File: src/rtl/mem_port_arbiter.sv
// Arbitrates a single-ported unified memory between instruction fetch (I) and data (D) ports.
// Optional I-port starvation guard is enabled by defining ARB_STARVE_GUARD_EN.
module mem_port_arbiter #(
    parameter int XLEN      = 32,
    parameter int MAX_DEFER = 4
) (
    input  logic            clk,
    input  logic            rst,
    input  logic            i_req_i,
    input  logic [XLEN-1:0] i_addr_i,
    output logic [XLEN-1:0] i_rdata_o,
    output logic            i_done_o,
    output logic            i_stall_o,
    input  logic            d_req_i,
    input  logic            d_we_i,
    input  logic [XLEN-1:0] d_addr_i,
    input  logic [XLEN-1:0] d_wdata_i,
    input  logic [3:0]      d_wmask_i,
    output logic [XLEN-1:0] d_rdata_o,
    output logic            d_done_o,
    output logic            d_stall_o,
    output logic            m_req_o,
    output logic            m_we_o,
    output logic [XLEN-1:0] m_addr_o,
    output logic [XLEN-1:0] m_wdata_o,
    output logic [3:0]      m_wmask_o,
    input  logic            m_ready_i,
    input  logic            m_rvalid_i,
    input  logic [XLEN-1:0] m_rdata_i
);

    typedef enum logic [1:0] {
        S_IDLE = 2'd0,
        S_REQ  = 2'd1,
        S_WAIT = 2'd2,
        S_DONE = 2'd3
    } state_e;

    localparam logic OWNER_I = 1'b0;
    localparam logic OWNER_D = 1'b1;

    state_e          state_q;
    logic            owner_q;
    logic            m_req_q;
    logic            m_we_q;
    logic [XLEN-1:0] m_addr_q;
    logic [XLEN-1:0] m_wdata_q;
    logic [3:0]      m_wmask_q;
    logic            i_done_q;
    logic            d_done_q;
    logic [XLEN-1:0] i_rdata_q;
    logic [XLEN-1:0] d_rdata_q;
    logic            pick_i;
    logic            pick_d;

`ifdef ARB_STARVE_GUARD_EN
    localparam logic [3:0] MAX_DEFER_C = 4'(MAX_DEFER);
    logic [3:0] defer_cnt_q;
    logic [3:0] defer_cnt_d;

    // IDLE arbitration: D wins unless I has been deferred MAX_DEFER times in a row
    always_comb begin
        pick_i = 1'b0;
        pick_d = 1'b0;
        if (i_req_i && (defer_cnt_q == MAX_DEFER_C)) begin
            pick_i = 1'b1;
        end else if (d_req_i) begin
            pick_d = 1'b1;
        end else if (i_req_i) begin
            pick_i = 1'b1;
        end else begin
            pick_i = 1'b0;
        end
    end

    // Defer count only moves on an IDLE-exit grant
    always_comb begin
        defer_cnt_d = defer_cnt_q;
        if (state_q == S_IDLE) begin
            if (pick_d && i_req_i) begin
                defer_cnt_d = (defer_cnt_q == 4'hF) ? defer_cnt_q : defer_cnt_q + 4'd1;
            end else if (pick_d || pick_i) begin
                defer_cnt_d = 4'd0;
            end else begin
                defer_cnt_d = defer_cnt_q;
            end
        end else begin
            defer_cnt_d = defer_cnt_q;
        end
    end

    // Starvation-guard counter register
    always_ff @(posedge clk) begin
        if (rst) begin
            defer_cnt_q <= 4'd0;
        end else begin
            defer_cnt_q <= defer_cnt_d;
        end
    end
`else
    // IDLE arbitration: strict D priority
    always_comb begin
        pick_i = 1'b0;
        pick_d = 1'b0;
        if (d_req_i) begin
            pick_d = 1'b1;
        end else if (i_req_i) begin
            pick_i = 1'b1;
        end else begin
            pick_i = 1'b0;
        end
    end
`endif

    // Transaction sequencer with registered memory-side and port-side outputs
    always_ff @(posedge clk) begin
        if (rst) begin
            state_q   <= S_IDLE;
            owner_q   <= OWNER_D;
            m_req_q   <= 1'b0;
            m_we_q    <= 1'b0;
            m_addr_q  <= {XLEN{1'b0}};
            m_wdata_q <= {XLEN{1'b0}};
            m_wmask_q <= 4'b0000;
            i_done_q  <= 1'b0;
            d_done_q  <= 1'b0;
            i_rdata_q <= {XLEN{1'b0}};
            d_rdata_q <= {XLEN{1'b0}};
        end else begin
            i_done_q <= 1'b0;
            d_done_q <= 1'b0;
            case (state_q)
                S_IDLE: begin
                    if (pick_d) begin
                        owner_q   <= OWNER_D;
                        m_req_q   <= 1'b1;
                        m_we_q    <= d_we_i;
                        m_addr_q  <= d_addr_i;
                        m_wdata_q <= d_wdata_i;
                        m_wmask_q <= d_wmask_i;
                        state_q   <= S_REQ;
                    end else if (pick_i) begin
                        owner_q   <= OWNER_I;
                        m_req_q   <= 1'b1;
                        m_we_q    <= 1'b0;
                        m_addr_q  <= i_addr_i;
                        m_wdata_q <= {XLEN{1'b0}};
                        m_wmask_q <= 4'b0000;
                        state_q   <= S_REQ;
                    end else begin
                        state_q <= S_IDLE;
                    end
                end
                S_REQ: begin
                    if (m_ready_i) begin
                        m_req_q <= 1'b0;
                        state_q <= S_WAIT;
                    end else begin
                        state_q <= S_REQ;
                    end
                end
                S_WAIT: begin
                    // Store acks also load d_rdata; the consumer ignores it for stores
                    if (m_rvalid_i) begin
                        if (owner_q == OWNER_D) begin
                            d_rdata_q <= m_rdata_i;
                            d_done_q  <= 1'b1;
                        end else begin
                            i_rdata_q <= m_rdata_i;
                            i_done_q  <= 1'b1;
                        end
                        state_q <= S_DONE;
                    end else begin
                        state_q <= S_WAIT;
                    end
                end
                S_DONE: begin
                    state_q <= S_IDLE;
                end
                default: begin
                    state_q <= S_IDLE;
                end
            endcase
        end
    end

    assign m_req_o   = m_req_q;
    assign m_we_o    = m_we_q;
    assign m_addr_o  = m_addr_q;
    assign m_wdata_o = m_wdata_q;
    assign m_wmask_o = m_wmask_q;
    assign i_done_o  = i_done_q;
    assign d_done_o  = d_done_q;
    assign i_rdata_o = i_rdata_q;
    assign d_rdata_o = d_rdata_q;
    assign i_stall_o = i_req_i & ~i_done_q;
    assign d_stall_o = d_req_i & ~d_done_q;

endmodule
File: config.mk
export PLATFORM = sky130hd
export DESIGN_NAME = mem_port_arbiter
export DESIGN_NICKNAME = d
export VERILOG_FILES = /design/src/rtl/mem_port_arbiter.sv
export SDC_FILE = /design/constraint.sdc
export NUM_CORES = 1
export LEC_CHECK = 0
export ABC_AREA = 1
export ABC_CLOCK_PERIOD_IN_PS = 1600
export CAP_MARGIN = 20
export CORE_UTILIZATION = 42
export CTS_BUF_LIST = sky130_fd_sc_hd__clkbuf_8
export DETAILED_ROUTE_END_ITERATION = 8
export PLACE_DENSITY = 0.79
export SLEW_MARGIN = 0
export SYNTH_ARGS = -nofsm -noshare
export SYNTH_HDL_FRONTEND = slang
export SYNTH_SLANG_ARGS = --single-unit
export TNS_END_PERCENT = 100
File: constraint.sdc
create_clock -name clk -period 1.6 [get_ports clk]
set_clock_uncertainty 0.15 [all_clocks]
set_input_delay 0.24 -clock clk [delete_from_list [all_inputs] [get_ports clk]]
set_output_delay 0.24 -clock clk [all_outputs]
set_load 0.01 [all_outputs]
==> metrics.md <==
| Metric | Value |
|---|---|
| Peak supply drop | 0.467 mV |
| Hold_sp | d_req_i |
| Clk pin slew, worst setup/hold paths | 0.07 ns |
| Die area | 14500 um^2 |
| Post-synth EDFFs | 0 |
| # clock sinks | 139 |
| Clock root buffer | clkbuf_8 |
| Post-synthesis cell count | 887 |
| Total gr overflow | 0 |
| CP Class | flop to primary output |
| Final slew viol count | 0 |
| Fillers | 1219 |
| Max Cap Viol | 0 |
| Min-delay worst type | input pin to flop |
| H-tree levels | 4 |
| FMAX | 660 MHz |
| Share of layout cells above drive strength 1 | 5.36% |
| Area leader, netlist | dfxtp_1 |
| Final nets | 1283 |
| CTS Buffer Depth | 2 |
| Drt total wl | 17600 um |
| RSZ-0062 raised after global routing | no |
| Post-Syn Nets | 1026 |
| Slew HR | 67.3% |
| Initial Util | 43.7% |
| Initial antenna violation count | 1 |
| Final Hold Vio Count | 0 |
| PortBufs | 276 |
| Drc violations | 0 |
| CP Cell Sequence | nor2_1, dlygate4sd2_1 |
| RR Startpoint | owner_q |
| CTS tree | done |
| Skew-Pair Late Insertion Delay | 0.43 ns |
| Post-layout minimum cycle time | 1.51 ns |
| Reg2Reg Setup Slack | 0.23 ns |
| Distinct cells, synth | 16 |
| Vias in the first global route | 5992 |
| Synthesized area | 5880 um^2 |
| Buf/Inv on CP | 1 |
| Io pins | 277 |
| First-pass GRT wire length | 28600 um |
| Worst endpoint required time | 1.21 ns |
| Reg area | 2780 um^2 |
| Wirelength per Cell | 13.2 um |
| Postcts setup bufs | 0 |
| Drt pass-1 iters | 6 |
| CP max stage cell | dfxtp_1 |
| Core Region | 13500 um^2 |
| Synth Flop Type | dfxtp_1 |
| Final setup violating endpoints | 0 |
| Top cell type's share of synthesized area | 47.3% |
| Top cells by area, synth | dfxtp_1, nand2_1, nor2_1 |
| Syn Area/Cell | 6.63 um^2 |
| #FFs+latches synth | 139 |
| Count leader, synth | nand2_1 |
| Multi-input logic area | 2520 um^2 |
| Least-Margin Pin Slew | 0.490 ns |
| Antenna Cells | 0 |
| Dpl cells | 1301 |
| WP data arrival | 1.12 ns |
| Largest net degree at the start of global routing | 66 |
| Most frequent cells after synthesis | nand2_1, nor2_1, dfxtp_1 |
| Area delta synth->final | 54.8% |
| Die X | 120 um |
| Status | finished, final reports clean |
| First-iteration detailed-routing DRC count | 400 |
| PwrDens | 974 nW/um^2 |
| Worst hold endpoint | m_addr_o[15] |
| Routed vias/inst | 4.67 |
| Gr usage total | 25.1% |
| Number of CTS-inserted buffers | 17 |
| Worst reg2reg endpoint | d_rdata_o[9] |
| Routed Antenna Nets | 0 |
| CP Max Fanout | 2 |
| Worst Setup Start Kind | flop |
| RD Place Congestion | 0.807 |
| Worst hold path depth | 6 |
| Period utilization | 94.7% |
| Largest stage delay, worst path | 0.33 ns |
| Vias | 6225 |
| Sequential share of the synthesized area | 47.3% |
| Chip height | 120 um |
| Fin cells | 1333 |
| CP delay by family, top | flip-flops |
| Total Neg Setup Slack | 0 ns |
| Async SR Flop Fraction | 0% |
| Overall Power | 0.00886 W |
| Final HPWL DP | 12300 um |
| Leak | 4.60 nW |
| Crit. End Element | primary output |
| Num rows | 42 |
| Synthesis warning total | 0 |
| R2R depth | 6 |
## layout make-up
cell class | instances | share of cell area, %
Multi-Input combinational cell | 617 | 27.7
Sequential cell | 139 | 30.6
Tap cell | 176 | 2.42
Clock buffer | 21 | 3.18
Clock inverter | 11 | 1.83
Inverter | 72 | 3.00
Timing Repair Buffer | 297 | 31.2
## per-layer routing
layer | wire length, um | global-route usage [%]
met5 | 13 | 0
met3 | 1430 | 8.02
met1 | 7160 | 27.9
met4 | 501 | 11.5
met2 | 8540 | 43.4
## state kept, by name (all words and copies together), names as in the netlist, named ones only
register,count
m_wmask_o,4
m_addr_o,32
i_rdata_o,32
i_done_o,1
m_wdata_o,32
m_we_o,1
state_q,1
d_done_o,1
owner_q,1
d_rdata_o,32
m_req_o,1
## kinds of logic after synthesis
kind of cell           Yosys count  share of synthesized area [%]
DFF                            139                           47.3
and+or+nand+nor                578                           39.4
AOI/OAI and AO/OA               39                           3.32
buffers and inverters          131                           9.98
## power by group
group | switching (W) | internal [W]
Clock | 0.00136 | 0.00186
Combinational | 0.000979 | 0.000861
Sequential | 0.000114 | 0.00369
## cell usage in the layout, fill, tap and decap left out
| master | synthesis | layout |
|---|---|---|
| clkbuf_8 | 0 | 21 |
| buf_12 | 0 | 8 |
| nor2_2 | 3 | 4 |
| nand2_4 | 0 | 1 |
| dfxtp_1 | 139 | 139 |
| nor2_4 | 0 | 1 |
| clkdlybuf4s50_1 | 0 | 137 |
| a21oi_1 | 39 | 39 |
| nand3b_1 | 1 | 1 |
| nor2_1 | 198 | 196 |
| clkinv_4 | 0 | 2 |
| inv_2 | 2 | 2 |
| nand2_1 | 271 | 271 |
| inv_1 | 69 | 70 |
| clkinvlp_4 | 0 | 2 |
| nand3_1 | 104 | 104 |
| inv_4 | 1 | 1 |
| bufinv_16 | 0 | 4 |
| dlygate4sd2_1 | 0 | 138 |
| clkinv_2 | 0 | 2 |
| buf_4 | 8 | 13 |
| buf_2 | 26 | 1 |
## worst reg2reg max path: stages, from the launching register on
cell and delay [ns]:
dfxtp_1 0.40, nand2_1 0.12, inv_1 0.09, buf_4 0.26, nand3_1 0.14, nand2_1 0.08
nor2_1 0.04
## metrics by stage
stage	utilization, %	hold WS, ns	setup slack [ns]	area [um^2]
after floorplan	-	0.255	0.343	5880
after global placement	65.5	0.297	-0.143	8810
after detailed placement	65.5	0.302	-0.141	8810
after CTS	67.6	0.104	0.0367	9100
after global routing	67.6	0.161	0.0257	9100
final	67.6	0.132	0.0856	9100
## worst max-delay path by stage
stage	startpoint	slack (ns)	cells past startpoint	endpoint
finish	i_done_o	0.09	2	i_stall_o
global route	d_done_o	0.03	2	d_stall_o
CTS	i_done_o	0.04	2	i_stall_o
detailed placement	i_req_i	-0.14	4	i_stall_o
global placement	i_req_i	-0.14	4	i_stall_o
floorplan	flop	0.34	7	i_rdata_o[0]
## what timing repair did
action                     4_1_cts  5_1_grt
gates resized for setup        138        0
hold buffers                     0        0
setup endpoints to repair      138        0
No activity file was read; power rests on OpenSTA's default activity.
